## config.mk

```make
export PLATFORM = sky130hd
export DESIGN_NAME = sipo_rx_ctrl
export DESIGN_NICKNAME = d
export VERILOG_FILES = /design/src/rtl/sipo_rx_pkg.sv /design/src/rtl/sipo_shift_core.sv /design/src/rtl/sipo_rx_ctrl.sv
export SDC_FILE = /design/constraint.sdc
export NUM_CORES = 1
export LEC_CHECK = 0
export BUFFER_PORTS_ARGS = -buffer_cell sky130_fd_sc_hd__clkbuf_2
export CORE_MARGIN = 8
export CORE_UTILIZATION = 52
export DETAILED_ROUTE_END_ITERATION = 10
export PLACE_DENSITY = 0.76
export SETUP_SLACK_MARGIN = 0.05
export SLEW_MARGIN = 20
export SYNTH_ARGS = -nofsm -noshare
export SYNTH_HDL_FRONTEND = slang
export SYNTH_SLANG_ARGS = --single-unit
```

## constraint.sdc

```tcl
create_clock -name C -period 3.2 [get_ports C]
set_clock_uncertainty 0.1 [all_clocks]
set_input_delay 0.32 -clock C [delete_from_list [all_inputs] [get_ports C]]
set_output_delay 0.32 -clock C [all_outputs]
set_load 0.1 [all_outputs]
```

## src/rtl/sipo_rx_pkg.sv

```systemverilog
// Shared types and helpers for the serial-in/parallel-out frame receiver.
package sipo_rx_pkg;

  localparam int DEF_WIDTH = 8;
  localparam int DEF_CNT_W = 3;
  localparam int MAX_W     = 64;

  typedef enum logic {
    IDLE  = 1'b0,
    SHIFT = 1'b1
  } rx_state_e;

  // cur must be zero above 'width'; callers truncate the result back to 'width' bits.
  function automatic logic [MAX_W-1:0] shift_next(input logic [MAX_W-1:0] cur,
                                                  input logic si,
                                                  input int width,
                                                  input logic msb_first);
    logic [MAX_W-1:0] res;
    logic [5:0]       top;
    top = 6'(width - 1);
    if (msb_first) begin
      res = {cur[MAX_W-2:0], si};
    end else begin
      res      = cur >> 1;
      res[top] = si;
    end
    return res;
  endfunction

endpackage

```

## src/rtl/sipo_shift_core.sv

```systemverilog
// WIDTH-bit shift register; clr with shift_en restarts the word at the current bit.
module sipo_shift_core
  import sipo_rx_pkg::*;
#(
  parameter int WIDTH     = DEF_WIDTH,
  parameter bit MSB_FIRST = 1'b1
) (
  input  logic             clk,
  input  logic             rst_n,
  input  logic             shift_en,
  input  logic             clr,
  input  logic             si,
  output logic [WIDTH-1:0] core,
  output logic [WIDTH-1:0] next_word
);

  logic [WIDTH-1:0] core_q;
  logic [WIDTH-1:0] core_d;
  logic [WIDTH-1:0] base;

  always_comb begin
    base      = clr ? '0 : core_q;
    next_word = WIDTH'(shift_next(MAX_W'(core_q), si, WIDTH, MSB_FIRST));
    core_d    = core_q;
    if (shift_en) begin
      core_d = WIDTH'(shift_next(MAX_W'(base), si, WIDTH, MSB_FIRST));
    end else if (clr) begin
      core_d = '0;
    end
  end

  always_ff @(posedge clk or negedge rst_n) begin
    if (!rst_n) begin
      core_q <= '0;
    end else begin
      core_q <= core_d;
    end
  end

  assign core = core_q;

endmodule

```

## src/rtl/sipo_rx_ctrl.sv

```systemverilog
// Frame controller: SOF-qualified bit counting, word capture with valid/ready, sticky OVF/FERR.
// Handshake: a word in DOUT is consumed at a rising edge where DVALID and DREADY are both high.
module sipo_rx_ctrl
  import sipo_rx_pkg::*;
#(
  parameter int WIDTH     = DEF_WIDTH,
  parameter int CNT_W     = DEF_CNT_W,
  parameter bit MSB_FIRST = 1'b1
) (
  input  logic             C,
  input  logic             CLR_N,
  input  logic             SI,
  input  logic             SOF,
  input  logic             DREADY,
  input  logic             CLR_FLG,
  output logic [WIDTH-1:0] DOUT,
  output logic             DVALID,
  output logic             BUSY,
  output logic             OVF,
  output logic             FERR
);

  localparam logic [CNT_W-1:0] LAST_CNT  = CNT_W'(WIDTH - 1);
  localparam logic [CNT_W-1:0] FIRST_CNT = CNT_W'(1);

  rx_state_e        state_q, state_d;
  logic [CNT_W-1:0] cnt_q, cnt_d;
  logic [WIDTH-1:0] dout_q, dout_d;
  logic             dvalid_q, dvalid_d;
  logic             ovf_q, ovf_d;
  logic             ferr_q, ferr_d;

  logic             shift_en, core_clr, complete, ferr_set, ovf_set;
  logic [WIDTH-1:0] core_word, next_word;

  sipo_shift_core #(
    .WIDTH    (WIDTH),
    .MSB_FIRST(MSB_FIRST)
  ) u_core (
    .clk      (C),
    .rst_n    (CLR_N),
    .shift_en (shift_en),
    .clr      (core_clr),
    .si       (SI),
    .core     (core_word),
    .next_word(next_word)
  );

  always_comb begin
    state_d  = state_q;
    cnt_d    = cnt_q;
    shift_en = 1'b0;
    core_clr = 1'b0;
    complete = 1'b0;
    ferr_set = 1'b0;
    case (state_q)
      IDLE: begin
        if (SOF) begin
          shift_en = 1'b1;
          core_clr = 1'b1;
          cnt_d    = FIRST_CNT;
          state_d  = SHIFT;
        end
      end
      SHIFT: begin
        if (SOF) begin
          // Resync wins even on the last-bit edge: the old frame never completes.
          shift_en = 1'b1;
          core_clr = 1'b1;
          ferr_set = 1'b1;
          cnt_d    = FIRST_CNT;
        end else if (cnt_q == LAST_CNT) begin
          complete = 1'b1;
          core_clr = 1'b1;
          cnt_d    = '0;
          state_d  = IDLE;
        end else begin
          shift_en = 1'b1;
          cnt_d    = cnt_q + FIRST_CNT;
        end
      end
      default: state_d = IDLE;
    endcase
  end

  always_comb begin
    dout_d   = dout_q;
    dvalid_d = dvalid_q;
    ovf_set  = 1'b0;
    if (complete) begin
      if (!dvalid_q || DREADY) begin
        dout_d   = next_word;
        dvalid_d = 1'b1;
      end else begin
        ovf_set = 1'b1;
      end
    end else if (dvalid_q && DREADY) begin
      dvalid_d = 1'b0;
    end
    ovf_d  = ovf_set  | (ovf_q  & ~CLR_FLG);
    ferr_d = ferr_set | (ferr_q & ~CLR_FLG);
  end

  always_ff @(posedge C or negedge CLR_N) begin
    if (!CLR_N) begin
      state_q  <= IDLE;
      cnt_q    <= '0;
      dout_q   <= '0;
      dvalid_q <= 1'b0;
      ovf_q    <= 1'b0;
      ferr_q   <= 1'b0;
    end else begin
      state_q  <= state_d;
      cnt_q    <= cnt_d;
      dout_q   <= dout_d;
      dvalid_q <= dvalid_d;
      ovf_q    <= ovf_d;
      ferr_q   <= ferr_d;
    end
  end

  // The core is cleared on completion, so it must be empty whenever the FSM is idle.
  assert property (@(posedge C) disable iff (!CLR_N) (state_q == IDLE) |-> (core_word == '0));

  assign DOUT   = dout_q;
  assign DVALID = dvalid_q;
  assign BUSY   = (state_q == SHIFT);
  assign OVF    = ovf_q;
  assign FERR   = ferr_q;

endmodule

```

==> reports/qor.yml, run 1 <==
run_status:
  status: "complete, no violations"
route:
  dr.pass1.iters: 4
  drc: 0
  via_per_inst: 4.93
  drtAntennaViolNets: 0
  vias: 572
  wl_per_cell_um: 13.5
  wl_um: 1560
  drt_iter0_markers: 12
final_layout:
  fillCellCount: 140
  final_core_util_pct: 61.9
  diodes: 0
  layout.nets: 101
  syn2layout_area_growth_pct: 13.9
  layout-drive-gt1-share_pct: 31.9
die:
  core_um2: 1710
  die_y_um: 58.3
  rows: 15
  dieArea_um2: 3390
  start_util_pct: 54.4
  die_w_um: 58.3
  io_pins: 18
power:
  post-layout-total-power_mw: 0.792
  ir_worst_vdd_mv: 0.366
  p_per_area_nw_per_um2: 749
  p_leak_nw: 0.542
sta:
  worst_pin_slew_ns: 0.567
  setup_viol: 0
  slew_viol_final: 0
  hold_viol_final: 0
  finalCritPeriodShare_pct: 62.5
  fmax_mhz: 500
  maxSlewHeadroom_pct: 62.0
  period_minus_slack_ns: 2.00
  rsz0062_at_grt: "false"
  tns_ns: 0
critical_path:
  critPathKind: "flip-flop to flip-flop"
  arrival_ns: 2.09
  worst_setup_path_start_kind: "flip-flop"
  critPathRequiredTime_ns: 3.29
  end_kind: "flip-flop"
  crit_fanout: 8
logic_synthesis:
  syn_nets: 81
  avgSynthCellArea_um2: 12.7
  netlist_instances: 73
  ys_seq_area_share_pct: 59.3
  synth-seq-cells: 22
  synth_flop_cell: "dfrtp_1"
  ys.warnings.count: 0
  netlist_area_um2: 928
  synthDistinctLibCells: 18
  synth-edff-count: 0
  synthArstFlopShare_pct: 100
placement:
  gp_congestion: 0.762
  io_buffers: 17
  dp_hpwl_um: 1160
clock_tree:
  post_cts_buffers: 0
  h-tree-depth: 1
  clkTransAtPathRegs_ns: 0.11
  tritoncts: "built"
  clock_path_buffers: 2
  cts.sinks: 22
  clkLatencyLatePin_ns: 0.30
  numCtsBuffers: 3
  cts-root-buf: "clkbuf_4"
global_routing:
  grt_pass1_wl_um: 2690
  grt_max_degree: 23
  grt_pass1_vias: 586
  overflow: 0
  grt_use_total_pct: 9.84
  grt_antenna_before_repair: 0
run:
  maxCapViolations: 0
min_path:
  hold_path.class: "primary input to flip-flop"
[worst max-delay path: stages, from the launching register on]
cell,delay (ns)
dfrtp_1,0.38
ha_1,0.15
ha_1,0.25
nand3b_1,0.16
nor2b_2,0.51
mux2_4,0.34
[worst paths after layout]
path                                       from              endpoint  slack, ns  cells after the start
max                        cnt_q[0]$_DFFE_PN0P_   DOUT[4]$_DFFE_PN0P_       1.20                      5
min                                     CLR_FLG        FERR$_DFF_PN0_       0.10                      2
max reg2reg                cnt_q[0]$_DFFE_PN0P_   DOUT[4]$_DFFE_PN0P_       1.20                      5
min reg2reg                cnt_q[0]$_DFFE_PN0P_  cnt_q[0]$_DFFE_PN0P_       0.39                      1
max in group asynchronous                 CLR_N  cnt_q[0]$_DFFE_PN0P_       2.23                      2
min in group asynchronous                 CLR_N   DOUT[6]$_DFFE_PN0P_       0.42                      2
[synth_stat cells (all sizes together) (2+ instances only)]
cell type	number	area share [%]
o21ai	2	1.1
mux2i	2	2.2
mux2	8	13
nand3b	7	5.7
inv	3	1.2
ha	2	2.7
buf	2	1.8
nor2	3	1.2
nand2b	3	2.0
dfrtp	22	59
a21oi	7	3.8
nand2	8	3.2
[layout make-up]
| class | instances | area (µm²) | share of cell area, % |
|---|---|---|---|
| repair buffers | 18 | 95.1 | 8.99 |
| flip-flops and latches | 22 | 551 | 52.1 |
| inverters | 3 | 11.3 | 1.07 |
| well taps | 25 | 31.3 | 2.96 |
| multi-input cells | 45 | 347 | 32.8 |
| clock buffers | 3 | 22.5 | 2.13 |
[flip-flops by register name, indices dropped and copies added, names as in the netlist]
name / flops
DOUT: 8
u_core.core: 7
cnt_q: 3
BUSY: 1
DVALID: 1
FERR: 1
OVF: 1
[placed cells by master (no fill, tap or decap)]
| cell type | n |
|---|---|
| a22o_1 | 1 |
| dfrtp_1 | 22 |
| clkbuf_2 | 17 |
| mux2_4 | 8 |
| inv_1 | 3 |
| clkbuf_4 | 3 |
| a21oi_1 | 7 |
| dlygate4sd3_1 | 1 |
| nand3b_1 | 7 |
| nor2b_2 | 1 |
| ha_1 | 2 |
| nand2b_1 | 3 |
| mux2i_1 | 2 |
| o21ai_1 | 1 |
| nand2_1 | 8 |
| nor2_1 | 3 |
| o21ai_0 | 1 |
| o22ai_1 | 1 |
[timing repair]
action | 4_1_cts | 5_1_grt
endpoints found under the hold margin | 22 | 0
gates resized for setup | 0 | 0
hold buffers | 1 | 0
[metal layers]
metal  global-route usage, %  up-vias  share of wire (%)
li1                        -      287                  -
met1                    13.0      273                 49
met2                    15.3       10                 46
met3                    3.75        2                4.4
met4                    1.05        0               0.51
met5                       0        -                  0
[where the power goes]
part,switching [mW],internal [mW]
clock network,0.0771,0.0438
logic,0.255,0.0711
registers,0.0274,0.318
total,0.360,0.433
[per-stage QoR]
stage | worst slack [ns] | std cells | hold slack [ns] | instance area [µm²]
after floorplan | 1.17 | 73 | -0.0756 | 928
after global placement | 1.29 | 112 | 0.216 | 1020
after detailed placement | 1.20 | 112 | 0.222 | 1020
after CTS | 1.19 | 116 | 0.0967 | 1060
after global routing | 1.06 | 116 | 0.122 | 1060
final | 1.20 | 116 | 0.101 | 1060
[logic make-up (layout without fill, tap and decap cells)]
logic type	Yosys count	in the layout	synth area share [%]
flip-flops	22	22	59.3
AND/OR/NAND/NOR	22	22	13.1
adder cells (fa/ha/maj)	2	2	2.69
buffers and inverters	6	24	3.37
AO/OA/AOI/OAI	11	11	6.47
multiplexers	10	10	15.1
Note: power is estimated with default switching activity, not from simulation.
==> inputs of run 2 (changes only) <==
==> constraint.sdc (replaced) <==
create_clock -name C -period 1.9 [get_ports C]
set_clock_uncertainty 0.1 [all_clocks]
set_input_delay 0.19 -clock C [delete_from_list [all_inputs] [get_ports C]]
set_output_delay 0.19 -clock C [all_outputs]
set_load 0.1 [all_outputs]
==> run 2 against run 1 <==
Effect of this change:
- clock power increased to 2.9 times the previous value
- via count increased by 3.8%
- sequential power up 69%
- sequential share of layout area down 3.1 points
- non-clock buffer count rose by 3
- cell area up 6.9%
- worst setup slack worse by 1.1 ns
- largest cell class unchanged
==> reports/qor.yml, run 2 (same netlist as run 1, synthesis figures left out) <==
min_path:
  hold_path.class: "primary input to flip-flop"
  min_from: "SI"
  whs_endpoint: "DOUT[0]$_DFFE_PN0P_"
  hold_depth: 2  # unchanged
placement:
  place_ws_ns: 0.115  # -1.09 ns
  io_buffers: 17  # unchanged
  dp_cells: 114  # +1.8%
  post_dp_cell_area_um2: 1050  # +2.9%
  gp_congestion: 0.800  # +5.0%
  dp_hpwl_um: 1210  # +4.1%
global_routing:
  grt_use_total_pct: 11.5  # +1.7 points
  overflow: 0  # unchanged
  grt_pass1_wl_um: 2980  # +11%
  grt_pass1_vias: 658  # +12%
  grt_antenna_before_repair: 0  # unchanged
  grt_max_degree: 23  # unchanged
clock_tree:
  numCtsBuffers: 3  # unchanged
  h-tree-depth: 1  # unchanged
  cts.sinks: 22  # unchanged
  clkLatencyLatePin_ns: 0.31  # about the same
  clkTransAtPathRegs_ns: 0.12  # about the same
  cts-root-buf: "clkbuf_4"
  clock_path_buffers: 2  # unchanged
  post_cts_buffers: 0  # unchanged
  tritoncts: "built"
final_layout:
  final_common_cell: "dfrtp_1"
  finalNonFillerCells: 120  # +3.4%
  fillCellCount: 144  # +2.9%
  largest_reg_flops: 8  # unchanged
  syn2layout_area_growth_pct: 21.7
  final_cell_mix: "20 x dfrtp_1, 17 x clkbuf_2, 8 x nand2_1, 8 x mux2_4"
  layout-drive-gt1-share_pct: 36.8  # +5.0 points
  diodes: 0  # unchanged
  layout.nets: 104  # +3.0%
  post-route-cell-area_um2: 1130  # +6.9%
route:
  vias: 594  # +3.8%
  wl_per_cell_um: 13.8  # +2.5%
  drtAntennaViolNets: 0  # unchanged
  via_per_inst: 4.95  # +0.38%
  drt_iter0_markers: 15  # +3
  drc: 0  # unchanged
  dr.pass1.iters: 4  # unchanged
  wl_um: 1660  # +6.1%
critical_path:
  cp_slowest_stage_delay_ns: 0.39  # -0.12 ns
  rrSetupSlack_ns: 0.15  # -1.05 ns
  crit_fanout: 8  # unchanged
  crit_family: "flip-flops"
  worst_setup_path_start_kind: "flip-flop"
  reg2reg_depth: 6  # +1
  end_kind: "flip-flop"
  r2r_start: "cnt_q[0]$_DFFE_PN0P_"
  crit-reg2reg-capture: "DOUT[2]$_DFFE_PN0P_"
  cpMaxStageDelayCell: "dfrtp_1"
  arrival_ns: 1.86  # -0.23 ns
  critPathKind: "flip-flop to flip-flop"
  critPathRequiredTime_ns: 2.01  # -1.28 ns
  worst-path-buf-inv: 1  # +1
  path_cells: "ha_1, ha_2, nand3b_1, nor2b_2, buf_12, mux2_4"
sta:
  period_minus_slack_ns: 1.75  # -0.249 ns
  hold_viol_final: 0  # unchanged
  fmax_mhz: 571  # +14%
  worst_pin_slew_ns: 0.549  # -0.0177 ns
  maxSlewHeadroom_pct: 63.5  # +1.5 points
  finalCritPeriodShare_pct: 92.2  # +30 points
  tns_ns: 0  # unchanged
  slew_viol_final: 0  # unchanged
  rsz0062_at_grt: "false"
  setup_viol: 0  # unchanged
  finalWorstSetupSlack_ns: 0.148  # -1.05 ns
die:
  die_y_um: 58.3  # unchanged
  core_um2: 1710  # unchanged
  rows: 15  # unchanged
  start_util_pct: 54.4  # unchanged
  dieArea_um2: 3390  # unchanged
  io_pins: 18  # unchanged
  die_w_um: 58.3  # unchanged
power:
  p_leak_nw: 0.568  # +4.8%
  p_per_area_nw_per_um2: 1330  # +77%
  ir_worst_vdd_mv: 0.605  # +65%
  post-layout-total-power_mw: 1.50  # +89%
run:
  maxCapViolations: 0  # unchanged
run_status:
  status: "complete, no violations"
-- run 2: cell count changes in the layout (fill, tap and decap cells not counted), sizes merged --
cell         before  now
dlygate4sd3       1    2
buf               0    2
bufinv            0    1
-- run 2: stage by stage --
| stage | hold WS (ns) | util [%] |
|---|---|---|
| floorplan | -0.206 | - |
| global placement | 0.0876 | 61.8 |
| detailed placement | 0.0880 | 61.8 |
| CTS | 0.0301 | 66.0 |
| global route | 0.0223 | 66.2 |
| finish | 0.0365 | 66.2 |
-- run 2: layout make-up --
cell class | count | area, µm² | area share [%]
clock inverters | 1 | 30.0 | 2.66
repair buffers | 21 | 133 | 11.7
inverters | 3 | 11.3 | 0.997
well taps | 25 | 31.3 | 2.77
flip-flops and latches | 22 | 553 | 48.9
clock buffers | 3 | 22.5 | 1.99
multi-input cells | 45 | 349 | 30.9
-- run 2: worst register-to-register path: cells and delay by family, from the launching register on --
kind / cells / cell delay (ns)
flops: 1 / 0.39
fa+ha+maj: 2 / 0.39
mux: 1 / 0.30
buf+inv: 1 / 0.15
simple gates: 2 / 0.32
-- run 2: routing by layer --
metal  wire length (µm)  up-vias  global-route usage (%)
met5                  0        -                       0
met4                 36        0                    6.29
met3                 90        5                    3.75
met2                745       16                    17.7
met1                784      280                    13.8
li1                   -      293                       -
-- run 2: worst max path at each step --
stage | from | to | slack (ns) | cells past startpoint
after floorplan | BUSY$_DFF_PN0_ | DOUT[0]$_DFFE_PN0P_ | 0.19 | 4
after global placement | cnt_q[0]$_DFFE_PN0P_ | DOUT[1]$_DFFE_PN0P_ | 0.19 | 6
after detailed placement | cnt_q[0]$_DFFE_PN0P_ | DOUT[6]$_DFFE_PN0P_ | 0.11 | 6
after CTS | cnt_q[0]$_DFFE_PN0P_ | DOUT[6]$_DFFE_PN0P_ | 0.09 | 6
after global routing | cnt_q[0]$_DFFE_PN0P_ | DOUT[7]$_DFFE_PN0P_ | 0.07 | 6
final | cnt_q[0]$_DFFE_PN0P_ | DOUT[2]$_DFFE_PN0P_ | 0.15 | 6
-- run 2: power by group --
group,switching [mW],internal (mW)
combinational,0.437,0.126
sequential,0.0464,0.536
clock,0.142,0.213
-- run 2: repair_timing --
| action | 4_1_cts | 5_1_grt |
|---|---|---|
| setup endpoints to repair | 0 | 8 |
| hold buffers | 2 | 0 |
| endpoints found under the hold margin | 24 | 0 |
| gates resized for setup | 0 | 1 |
